**src/rtl/imm_ext_pkg.sv**
```systemverilog
// Shared definitions for the immediate extender / narrower pair.
// Contents: EOp encodings, occupancy-state encoding for the 2-entry output buffer,
// and the payload record carried through the buffer.
package imm_ext_pkg;

  localparam int unsigned IMM_W  = 16;
  localparam int unsigned DATA_W = 32;
  localparam int unsigned EOP_W  = 2;

  localparam logic [EOP_W-1:0] EOP_SIGN = 2'b00;
  localparam logic [EOP_W-1:0] EOP_ZERO = 2'b01;
  localparam logic [EOP_W-1:0] EOP_LUI  = 2'b10;
  localparam logic [EOP_W-1:0] EOP_RSV  = 2'b11;

  typedef enum logic [1:0] {
    ST_EMPTY = 2'd0,
    ST_ONE   = 2'd1,
    ST_FULL  = 2'd2
  } buf_state_t;

  // One narrowed result: {op, fit, imm} = 19 bits.
  typedef struct packed {
    logic [EOP_W-1:0] op;
    logic             fit;
    logic [IMM_W-1:0] imm;
  } narrow_pay_t;

  localparam int unsigned PAY_W = $bits(narrow_pay_t);

endpackage

```
**src/rtl/narrow_fifo2.sv**
```systemverilog
// Generic 2-entry valid/ready buffer in FIFO order; sustains one word per cycle.
// Ports:
//   clk, reset          clock, synchronous active-high reset
//   in_valid/in_ready   upstream handshake (in_ready depends only on occupancy)
//   in_data  [W]        word pushed on in_valid && in_ready
//   out_valid/out_ready downstream handshake
//   out_data [W]        head entry; holds the last popped word while empty
module narrow_fifo2
  import imm_ext_pkg::*;
#(
  parameter int unsigned W = 19
) (
  input  logic         clk,
  input  logic         reset,
  input  logic         in_valid,
  output logic         in_ready,
  input  logic [W-1:0] in_data,
  output logic         out_valid,
  input  logic         out_ready,
  output logic [W-1:0] out_data
);

  buf_state_t   state_q, state_d;
  logic [W-1:0] head_q, head_d;
  logic [W-1:0] tail_q, tail_d;
  logic         in_ready_q, in_ready_d;
  logic         out_valid_q, out_valid_d;
  logic         push, pop;

  assign push = in_valid && in_ready_q;
  assign pop  = out_valid_q && out_ready;

  // State and storage registers.
  always_ff @(posedge clk) begin
    if (reset) begin
      state_q     <= ST_EMPTY;
      head_q      <= '0;
      tail_q      <= '0;
      in_ready_q  <= 1'b1;
      out_valid_q <= 1'b0;
    end else begin
      state_q     <= state_d;
      head_q      <= head_d;
      tail_q      <= tail_d;
      in_ready_q  <= in_ready_d;
      out_valid_q <= out_valid_d;
    end
  end

  // Occupancy transitions; head is always the oldest word.
  always_comb begin
    state_d = state_q;
    head_d  = head_q;
    tail_d  = tail_q;
    unique case (state_q)
      ST_EMPTY: begin
        if (push) begin
          head_d  = in_data;
          state_d = ST_ONE;
        end
      end
      ST_ONE: begin
        if (push && pop) begin
          head_d = in_data;
        end else if (push) begin
          tail_d  = in_data;
          state_d = ST_FULL;
        end else if (pop) begin
          state_d = ST_EMPTY;
        end
      end
      ST_FULL: begin
        if (pop) begin
          head_d  = tail_q;
          state_d = ST_ONE;
        end
      end
      default: state_d = ST_EMPTY;
    endcase
    in_ready_d  = (state_d != ST_FULL);
    out_valid_d = (state_d != ST_EMPTY);
  end

  assign in_ready  = in_ready_q;
  assign out_valid = out_valid_q;
  assign out_data  = head_q;

endmodule

```
**src/rtl/imm_narrow.sv**
```systemverilog
// Narrows a 32-bit value to the 16-bit immediate that the extender would need
// to regenerate it under the given EOp, flags exact regeneration (fit), and
// streams results through a 2-entry buffer.
// Optional: define IMM_NARROW_STATS_EN to enable the saturating misfit counter;
// otherwise misfit_cnt is tied to 0.
// Ports:
//   clk, reset                       clock, synchronous active-high reset
//   in_valid/in_ready, in_data, in_op   upstream stream
//   out_valid/out_ready, out_imm, out_fit, out_op   downstream stream
//   misfit_cnt [CNT_W]               accepted words with fit=0 (saturating)
module imm_narrow
  import imm_ext_pkg::*;
#(
  parameter int unsigned CNT_W = 8
) (
  input  logic              clk,
  input  logic              reset,
  input  logic              in_valid,
  output logic              in_ready,
  input  logic [DATA_W-1:0] in_data,
  input  logic [EOP_W-1:0]  in_op,
  output logic              out_valid,
  input  logic              out_ready,
  output logic [IMM_W-1:0]  out_imm,
  output logic              out_fit,
  output logic [EOP_W-1:0]  out_op,
  output logic [CNT_W-1:0]  misfit_cnt
);

  narrow_pay_t in_pay;
  narrow_pay_t out_pay;
  logic [PAY_W-1:0] out_bits;

  // Inverse of the extender: pick the kept half, check the dropped half.
  always_comb begin
    in_pay.op  = in_op;
    in_pay.imm = in_data[15:0];
    in_pay.fit = 1'b0;
    unique case (in_op)
      EOP_SIGN: in_pay.fit = (in_data[31:16] == {16{in_data[15]}});
      EOP_ZERO: in_pay.fit = (in_data[31:16] == 16'h0000);
      EOP_LUI: begin
        in_pay.imm = in_data[31:16];
        in_pay.fit = (in_data[15:0] == 16'h0000);
      end
      EOP_RSV:  in_pay.fit = 1'b0;
      default:  in_pay.fit = 1'b0;
    endcase
  end

  narrow_fifo2 #(.W(PAY_W)) u_fifo (
    .clk       (clk),
    .reset     (reset),
    .in_valid  (in_valid),
    .in_ready  (in_ready),
    .in_data   (in_pay),
    .out_valid (out_valid),
    .out_ready (out_ready),
    .out_data  (out_bits)
  );

  assign out_pay = narrow_pay_t'(out_bits);
  assign out_imm = out_pay.imm;
  assign out_fit = out_pay.fit;
  assign out_op  = out_pay.op;

`ifdef IMM_NARROW_STATS_EN
  localparam logic [CNT_W-1:0] CNT_MAX = '1;
  logic [CNT_W-1:0] cnt_q, cnt_d;
  logic             push;

  assign push = in_valid && in_ready;

  // Saturating count of accepted words that cannot be regenerated exactly.
  always_comb begin
    cnt_d = cnt_q;
    if (push && !in_pay.fit && (cnt_q != CNT_MAX)) begin
      cnt_d = cnt_q + CNT_W'(1);
    end
  end

  always_ff @(posedge clk) begin
    if (reset) begin
      cnt_q <= '0;
    end else begin
      cnt_q <= cnt_d;
    end
  end

  assign misfit_cnt = cnt_q;
`else
  assign misfit_cnt = '0;
`endif

endmodule

```
**config.mk**
```make
export PLATFORM = sky130hd
export DESIGN_NAME = imm_narrow
export DESIGN_NICKNAME = d
export VERILOG_FILES = /design/src/rtl/imm_ext_pkg.sv /design/src/rtl/narrow_fifo2.sv /design/src/rtl/imm_narrow.sv
export SDC_FILE = /design/constraint.sdc
export NUM_CORES = 1
export LEC_CHECK = 0
export ABC_AREA = 1
export BUFFER_PORTS_ARGS = -buffer_cell sky130_fd_sc_hd__buf_4
export CAP_MARGIN = 40
export CORE_MARGIN = 2
export CORE_UTILIZATION = 56
export DETAILED_ROUTE_END_ITERATION = 8
export HOLD_SLACK_MARGIN = 0.05
export PLACE_DENSITY_LB_ADDON = 0.3
export SKIP_LAST_GASP = 1
export SLEW_MARGIN = 40
export SYNTH_ARGS = -nofsm -noshare
export SYNTH_HDL_FRONTEND = slang
export SYNTH_HIERARCHICAL = 1
export SYNTH_SLANG_ARGS = --single-unit
```
**constraint.sdc**
```tcl
create_clock -name clk -period 3.53 [get_ports clk]
set_clock_uncertainty 0.15 [all_clocks]
set_input_delay 0.706 -clock clk [delete_from_list [all_inputs] [get_ports clk]]
set_output_delay 0.706 -clock clk [all_outputs]
set_load 0.02 [all_outputs]
```
* Word-level counts from Yosys, hierarchy flattened *
Cells that the tools add are included.

word-level totals
  bits in registers = 42
  latch bits = 0
  memory bits (writable) = 0
  ROM bits = 0
  bits of input ports = 38
  output and inout port bits = 29
  logic and storage cells = 39
  memories = 0

cells by class
  $add $sub $neg = 0
  multipliers = 0
  div/mod/pow operators = 0
  $lt $le $gt $ge = 0
  eq/ne operators = 10
  shift operators = 0
  muxes and demuxes = 12
  bitwise logic cells = 1
  reduce and logical (&&, ||, !) cells = 11

operators by type and width
  kind                                           number
  2-to-1 mux 19 bit                              3
  case mux 19 bit (3 select lines)               1
  logical NOT 16 bit                             2
  == test 16 bit                                 1
  2-to-1 mux 16 bit                              1
  2-to-1 mux 2 bit                               5
  == test 2 bit, second input constant           3
  != test 2 x 1 -> 1 bit, second input constant  3
  case mux 2 bit (3 select lines)                1
  == test 2 x 1 -> 1 bit, second input constant  2
  logical NOT 2 bit                              2
  case mux 1 bit (4 select lines)                1
  AND reduction 4 bit                            1
  logical AND 1 bit                              3
  AND reduction 3 bit                            1
  nonzero test 3 bit                             1
  != test 2 bit, second input constant           1
  nonzero test 2 bit                             1
  inverter 1 bit                                 1

* Logic depth before layout (Yosys ltp) *
Gate-level depths: netlist (run 1).

  word-level depth = 6
  depth in mapped cells = 12
  mapped depth without buffers = 12

* Cells and area by module *
Netlist (run 1), hierarchy kept.

by module, submodules not included
  module        times used  cells an instance  area an instance (µm²)  sequential area each (µm²)
  narrow_fifo2  1           299                1939.4                  840.8
  imm_narrow    1           122                514.2                   0.0

* Worst setup path after synthesis (run 1) *
OpenSTA, ideal clock, no wires.

  path kind = input to register
  from = input out_ready
  to = register u_fifo.head_q[18], in the netlist u_fifo/out_data[18]
  setup time = 0.115 ns
  data arrival time = 1.473 ns
  data required time = 3.265 ns
  setup slack = 1.792 ns
  stages on the path = 8
  buffers on the path = 2
  cell sequence = nand2_1 nand2_1 nand2_1 buf_2 buf_2 nand3_1 nand2_1 nor2_1

between the ends
  longest elaborated chain between the ends = 4
  elaborated cells on any way between the ends = 5
  those cells by class = 2 x eq/ne; 3 x reduce/logical

RTL lines
  what                               line                RTL
  start: declaration                 imm_narrow.sv:23    input logic out_ready,
  logical AND 1 bit (*)              narrow_fifo2.sv:31  assign pop = out_valid_q && out_ready;
  logical AND 1 bit                  narrow_fifo2.sv:63  if (push && pop) begin
  != test 2 x 1 -> 1 bit (no line)   -
  AND reduction 4 bit (no line) (*)  -
  end signal: assignment             narrow_fifo2.sv:37  head_q <= '0;
  end signal: assignment             narrow_fifo2.sv:43  head_q <= head_d;
  end: declaration                   narrow_fifo2.sv:24  logic [W-1:0] head_q, head_d;

Every way passes the cells marked *; elsewhere a longest branch is shown, timed or not.
A chain may end at the register's enable or synchronous reset.

==> flow_metrics.env, run 1 <==
export IMPL_initial_core_util_pct=57.1
export IMPL_antenna_found_initial=0
export IMPL_critPathLaunchType="input port"
export IMPL_antenna_left=0
export IMPL_cts_setup_buffers=0
export IMPL_synthDominantCellAreaShare_pct=34.3
export IMPL_cts_resized=0
export IMPL_syn_inst=421
export IMPL_hp_class="reg -> reg"
export IMPL_wl_per_cell_um=10.9
export IMPL_crit_family="simple AND/OR/NAND/NOR gates"
export IMPL_rsz0062_at_grt="no"
export IMPL_std_cell_rows=24
export IMPL_grt_util_all_layers_pct=23.8
export IMPL_hold_ws_ns=0.356
export IMPL_slowest_stage="nand2_1"
export IMPL_synth_top_family_by_area="simple AND/OR/NAND/NOR gates"
export IMPL_yosys_area_share_adder_pct=0
export IMPL_synth_ff_type="dfxtp_1"
export IMPL_yosys_area_top_type="dfxtp_1"
export IMPL_wl_um=5650
export IMPL_relSlewSlack_pct=58.3
export IMPL_synth_xor_area_share_pct=0
export IMPL_cts_sinks=42
export IMPL_fin_area_sq_um=2920
export IMPL_gp_congestion=0.835
export IMPL_dieHeight_um=70.2
export IMPL_io_pins=67
export IMPL_fmax_ghz=0.465
export IMPL_yosysSeqAreaShare_pct=34.3
export IMPL_clockBufferDepth=2
export IMPL_placed_area_sq_um=2820
export IMPL_tritoncts="built"
export IMPL_clk_latency_ns=0.29
export IMPL_area_growth_pct=18.8
export IMPL_clkTransAtPathRegs_ns=0.08
export IMPL_nets=502
export IMPL_end_kind="flop"
export IMPL_avgSynthCellArea_sq_um=5.83
export IMPL_async_reset_ff_share_pct=0
export IMPL_hpwl_um=4100
export IMPL_die_x_um=70.2
export IMPL_synthSimpleGateAreaFrac_pct=44.5
export IMPL_powerDensity_nw_per_um2=421
export IMPL_cts_buffers=5
export IMPL_place_ws_ns=1.10
export IMPL_status="complete, no violations"
export IMPL_ir_worst_vdd_mv=0.168
export IMPL_grt_pass1_wl_um=9640
export IMPL_crit_chain="buf_4 > inv_1 > nand2_1 > inv_2 > nand3_1 > nand2_1 > clkinv_1 > nand2_1 > nand2_1 > nand2_1 > a21oi_1 > nor2_1"
export IMPL_nFillCells=416
export IMPL_synth_compound_area_share_pct=8.77
export IMPL_cts_hold_buf=0
export IMPL_fin_ws_ns=1.38
export IMPL_netlist_top_cells_area="dfxtp_1, nand2_1, nor2_1, nand3_1, inv_1"
export IMPL_tns_ns=0
export IMPL_drtPass1Iterations=5
export IMPL_tightest_slew_ns=0.624
export IMPL_port_buffers=58
export IMPL_period_share_pct=60.9
export IMPL_hold_viol=0
export IMPL_vias=2545
export IMPL_synthesis_area_sq_um=2450
export IMPL_finalSetupViolCount=0
export IMPL_core_area_sq_um=4290
export IMPL_synth_cell_types=19
export IMPL_maxCapViolCount=0
export IMPL_cpPeakStageDelay_ns=0.37
export IMPL_synth_seq_cells=42
export IMPL_dr_first_iter_drc_count=244
export IMPL_grt_max_degree=39
export IMPL_critical_path_buf_inv_count=4
export IMPL_crit_top_cell="nand2_1"
export IMPL_synth_edf_count=0
export IMPL_n_antenna_cell=0
export IMPL_grt_ovfl_total=0
export IMPL_leakage_nw=1.57
export IMPL_drive_gt1_share_pct=16.6
export IMPL_criticalPathCategory="in -> reg"
export IMPL_report_final_slew_viol_count=0
export IMPL_ctsHtreeMaxLevel=2
export IMPL_drcViolationCount=0
export IMPL_ys_warn_count=6
export IMPL_path_max_fanout=21
export IMPL_period_needed_ns=2.15
export IMPL_cts_root_buf="clkbuf_8"
export IMPL_arrival_ns=2.23
export IMPL_cp_required_ns=3.61
export IMPL_drt_vias_per_instance=4.92
export IMPL_dieArea_sq_um=4930
export IMPL_yosys_mux_area_fraction_pct=0
export IMPL_grt_pass1_vias=2182
-- per-stage QoR --
step | total power [W] | cells | utilization, %
2_1_floorplan | 0.000804 | 428 | -
3_3_place_gp | 0.000913 | 509 | 65.7
3_5_place_dp | 0.000921 | 509 | 65.8
4_1_cts | 0.00124 | 517 | 67.9
5_1_grt | 0.00131 | 517 | 67.9
6_report | 0.00123 | 517 | 67.9
-- cells in the mapped netlist (2+ instances only) --
master,number
o21ai_1,7
dfxtp_1,42
inv_1,29
inv_2,2
clkbuf_1,11
a21oi_1,20
o21ai_0,16
nor2_2,3
nand3_1,45
buf_6,2
nand2_1,131
buf_4,9
nor2_1,89
buf_2,10
-- power by group --
part / internal [W] / switching, W
logic: 0.000137 / 0.000220
clock network: 0.000158 / 0.000158
registers: 0.000527 / 0.0000291
total: 0.000821 / 0.000407
-- layer usage --
metal	part of all wire, %	up-vias	GRT usage [%]
li1	-	1379	-
met1	49	1078	34.6
met2	45	83	36.5
met3	5.3	5	3.17
met4	0.71	0	7.69
met5	0	-	0
-- worst reg2reg max path: cells and delay by family (launching register included) --
kind	cells	cell delay, ns
AND/OR/NAND/NOR	2	0.15
buffers and inverters	3	0.77
flip-flops	1	0.57
AO/OA/AOI/OAI	1	0.18
-- layout by cell type, fill, tap and decap left out --
master	n
clkbuf_8	6
nor2_1	89
a21oi_1	20
nand3_2	1
inv_1	28
nand2_2	2
clkinv_2	1
nor2_2	3
nand4_1	1
conb_1	8
dfxtp_1	42
nand3_1	45
o21ai_1	7
o21ai_0	16
clkinv_1	1
nand2_1	130
inv_2	3
clkbuf_1	1
buf_4	61
-- logic make-up (layout without fill, tap and decap cells) --
family	Yosys count	after routing
other	1	8
buffers and inverters	64	101
and+or+nand+nor	271	271
AOI/OAI and AO/OA	43	43
DFF	42	42
-- flip-flops by register name (all words and copies together), names as in the netlist --
name,count
u_fifo/out_data,19
u_fifo/state_q,2
u_fifo/out_valid,1
u_fifo/in_ready,1
u_fifo/tail_q,19
-- path summary, 6_finish.rpt --
kind                     start             endpoint  slack [ns]  depth (start not counted)
max                   in_op[0]  u_fifo/out_data[16]        1.38                         12
min           u_fifo/tail_q[4]     u_fifo/tail_q[4]        0.36                          2
max reg2reg  u_fifo/state_q[1]    u_fifo/state_q[1]        1.56                          6
min reg2reg   u_fifo/tail_q[4]     u_fifo/tail_q[4]        0.36                          2
-- area by class of cell --
type,instances,area (sq um),share of cell area [%]
tap,52,65.1,2.23
timing repair buffer,61,458,15.7
clock buffer,7,86.3,2.96
multi-input combinational,322,1340,46.0
inverter,32,120,4.12
clock inverter,1,5.00,0.172
sequential,42,841,28.8
No activity file was read; power rests on OpenSTA's default activity.
==> run 2, diff against run 1 <==
--- a/config.mk
+++ b/config.mk
@@ -5,11 +5,11 @@
 export SDC_FILE = /design/constraint.sdc
 export NUM_CORES = 1
 export LEC_CHECK = 0
-export ABC_AREA = 1
+export ABC_AREA = 0
 export BUFFER_PORTS_ARGS = -buffer_cell sky130_fd_sc_hd__buf_4
 export CAP_MARGIN = 40
 export CORE_MARGIN = 2
-export CORE_UTILIZATION = 56
+export CORE_UTILIZATION = 52
 export DETAILED_ROUTE_END_ITERATION = 8
 export HOLD_SLACK_MARGIN = 0.05
 export PLACE_DENSITY_LB_ADDON = 0.3
==> constraint.sdc (replaced) <==
create_clock -name clk -period 2.2 [get_ports clk]
set_clock_uncertainty 0.15 [all_clocks]
set_input_delay 0.44 -clock clk [delete_from_list [all_inputs] [get_ports clk]]
set_output_delay 0.44 -clock clk [all_outputs]
set_load 0.02 [all_outputs]
==> run 2 against run 1 <==
Net effect: largest power group unchanged; worst hold slack got worse by 0.13 ns; sequential power up 59%; combinational power grew 83%; highest routed layer unchanged.
==> flow_metrics.env, run 2 <==
export IMPL_grt_pass1_wl_um=9560
export IMPL_io_pins=67
export IMPL_cts_buffers=5
export IMPL_syn_inst=245
export IMPL_cts_resized=0
export IMPL_worstRegToRegCells=4
export IMPL_endpoint="u_fifo/out_data[16]"
export IMPL_critPathLaunchType="input port"
export IMPL_seq_area_sq_um=841
export IMPL_ctsHtreeMaxLevel=2
export IMPL_synth_seq_cells=42
export IMPL_synth_edf_count=0
export IMPL_relSlewSlack_pct=66.5
export IMPL_grt_util_all_layers_pct=23.0
export IMPL_dieArea_sq_um=5310
export IMPL_area_growth_pct=19.8
export IMPL_cpPeakStageDelay_ns=0.54
export IMPL_leakage_nw=1.23
export IMPL_hold_viol=0
export IMPL_report_final_slew_viol_count=0
export IMPL_final_cell_mix="buf_4, dfxtp_1, nand3_1"
export IMPL_wl_um=5820
export IMPL_slowest_stage="or4_4"
export IMPL_netlist_top_cells_area="dfxtp_1, a211oi_2, mux2i_1, a211oi_1, mux2_2"
export IMPL_worst_r2r_endpoint="u_fifo/out_data[8]"
export IMPL_cp_depth=7
export IMPL_gr_max_usage_layer="met2"
export IMPL_fmax_ghz=0.523
export IMPL_initial_core_util_pct=52.9
export IMPL_clockBufferDepth=2
export IMPL_synth_cell_types=40
export IMPL_antenna_found_initial=0
export IMPL_synth_most_common_cell="dfxtp_1"
export IMPL_core_area_sq_um=4660
export IMPL_clkTransAtPathRegs_ns=0.08
export IMPL_rsz0062_at_grt="no"
export IMPL_antenna_left=0
export IMPL_synthesis_area_sq_um=2470
export IMPL_period_share_pct=87.0
export IMPL_path_max_fanout=3
export IMPL_period_needed_ns=1.91
export IMPL_drtPass1Iterations=4
export IMPL_critical_path_buf_inv_count=1
export IMPL_avgSynthCellArea_sq_um=10.1
export IMPL_met1_usage_pct=31.0
export IMPL_tritoncts="built"
export IMPL_grt_pass1_vias=1969
export IMPL_drive_gt1_share_pct=38.0
export IMPL_multi_input_area_sq_um=1380
export IMPL_tightest_slew_ns=0.502
export IMPL_yosys_area_top_type="dfxtp_1"
export IMPL_synth_commonest_cells="dfxtp_1, nand3_1, a211oi_2, a21oi_1, mux2i_1"
export IMPL_drcViolationCount=0
export IMPL_wl_per_cell_um=16.6
export IMPL_grt_ovfl_total=0
export IMPL_tns_ns=0
export IMPL_maxCapViolCount=0
export IMPL_die_x_um=72.9
export IMPL_gp_congestion=0.787
export IMPL_use_met2_pct=36.9
export IMPL_yosysSeqAreaShare_pct=34.1
export IMPL_dieHeight_um=72.9
export IMPL_ys_warn_count=6
export IMPL_use_met3_pct=5.39
export IMPL_hpwl_um=3970
export IMPL_cts_sinks=42
export IMPL_fin_ws_ns=0.286
export IMPL_port_buffers=58
export IMPL_cts_root_buf="clkbuf_8"
export IMPL_nFillCells=389
export IMPL_crit_chain="buf_4 > or4_4 > a2111oi_4 > nand4_1 > nand3_1 > mux2i_1 > a211oi_1"
export IMPL_crit_family="simple AND/OR/NAND/NOR gates"
export IMPL_arrival_ns=1.98
export IMPL_r2r_start="u_fifo/state_q[0]"
export IMPL_drt_vias_per_instance=5.98
export IMPL_grt_max_degree=43
export IMPL_finalSetupViolCount=0
export IMPL_n_antenna_cell=0
export IMPL_cts_hold_buf=0
export IMPL_powerDensity_nw_per_um2=727
export IMPL_r2r_slack_ns=0.59
export IMPL_power_w=0.00215
export IMPL_std_cell_rows=25
export IMPL_criticalPathCategory="in -> reg"
export IMPL_hp_class="in -> reg"
export IMPL_nets=334
export IMPL_synthDominantCellAreaShare_pct=34.1
export IMPL_finalNonFillerCells=351
export IMPL_cp_required_ns=2.27
export IMPL_status="complete, no violations"
export IMPL_worstSetupStartpoint="in_data[24]"
export IMPL_clk_latency_ns=0.30
export IMPL_cts_setup_buffers=0
export IMPL_dp_cells=343
export IMPL_dr_first_iter_drc_count=195
export IMPL_vias=2099
export IMPL_async_reset_ff_share_pct=0
export IMPL_end_kind="flop"
export IMPL_synth_ff_type="dfxtp_1"
export IMPL_place_ws_ns=-0.0165
export IMPL_ir_worst_vdd_mv=0.543
export IMPL_final_common_cell="buf_4"
-- run 2: final cells by class --
| type | instances | share of cell area [%] |
|---|---|---|
| inverters | 1 | 0.127 |
| multi-input cells | 176 | 46.8 |
| clock buffers | 6 | 2.46 |
| flip-flops and latches | 42 | 28.5 |
| well taps | 54 | 2.29 |
| clock inverters | 2 | 1.27 |
| repair buffers | 70 | 18.6 |
-- run 2: logic make-up after synthesis --
group	after synthesis	share of synthesized area (%)
other cells	1	0.152
buf+inv	34	11.0
simple gates	48	12.2
flops	42	34.1
compound gates	85	27.6
mux	35	15.0
-- run 2: where the power goes --
group / leakage (nW) / total, W / switching (W) / internal (W)
registers: 0.344 / 0.000883 / 0.0000502 / 0.000833
logic: 0.833 / 0.000651 / 0.000357 / 0.000293
clock network: 0.0514 / 0.000614 / 0.000275 / 0.000339
-- run 2: worst register-to-register path, delay by kind of cell (launching register included) --
kind,cells,cell delay [ns]
and+or+nand+nor,1,0.22
DFF,1,0.42
AOI/OAI and AO/OA,1,0.11
buffers and inverters,1,0.29
muxes,1,0.29
-- run 2: metal layers --
metal  part of all wire [%]  vias to the layer above
li1                       -                     1032
met1                     45                     1000
met2                     47                       60
met3                    5.7                        7
met4                    1.4                        0
met5                      0                        -
-- run 2: worst min-delay path by stage --
stage / start / depth (start not counted) / slack (ns) / end
floorplan: u_fifo/tail_q[17] / 2 / 0.30 / u_fifo/tail_q[17]
global placement: u_fifo/tail_q[17] / 2 / 0.31 / u_fifo/tail_q[17]
detailed placement: u_fifo/tail_q[17] / 2 / 0.32 / u_fifo/tail_q[17]
CTS: out_ready / 2 / 0.22 / u_fifo/state_q[1]
global route: out_ready / 2 / 0.25 / u_fifo/state_q[1]
finish: out_ready / 2 / 0.23 / u_fifo/state_q[1]
-- run 2: per-stage QoR --
step | util [%] | instance area (sq um) | hold slack [ns]
after global routing | 63.4 | 2950 | 0.252
after CTS | 63.4 | 2950 | 0.220
after detailed placement | 61.0 | 2840 | 0.317
after global placement | 61.0 | 2840 | 0.309
final | 63.4 | 2950 | 0.230
after floorplan | - | 2490 | 0.303
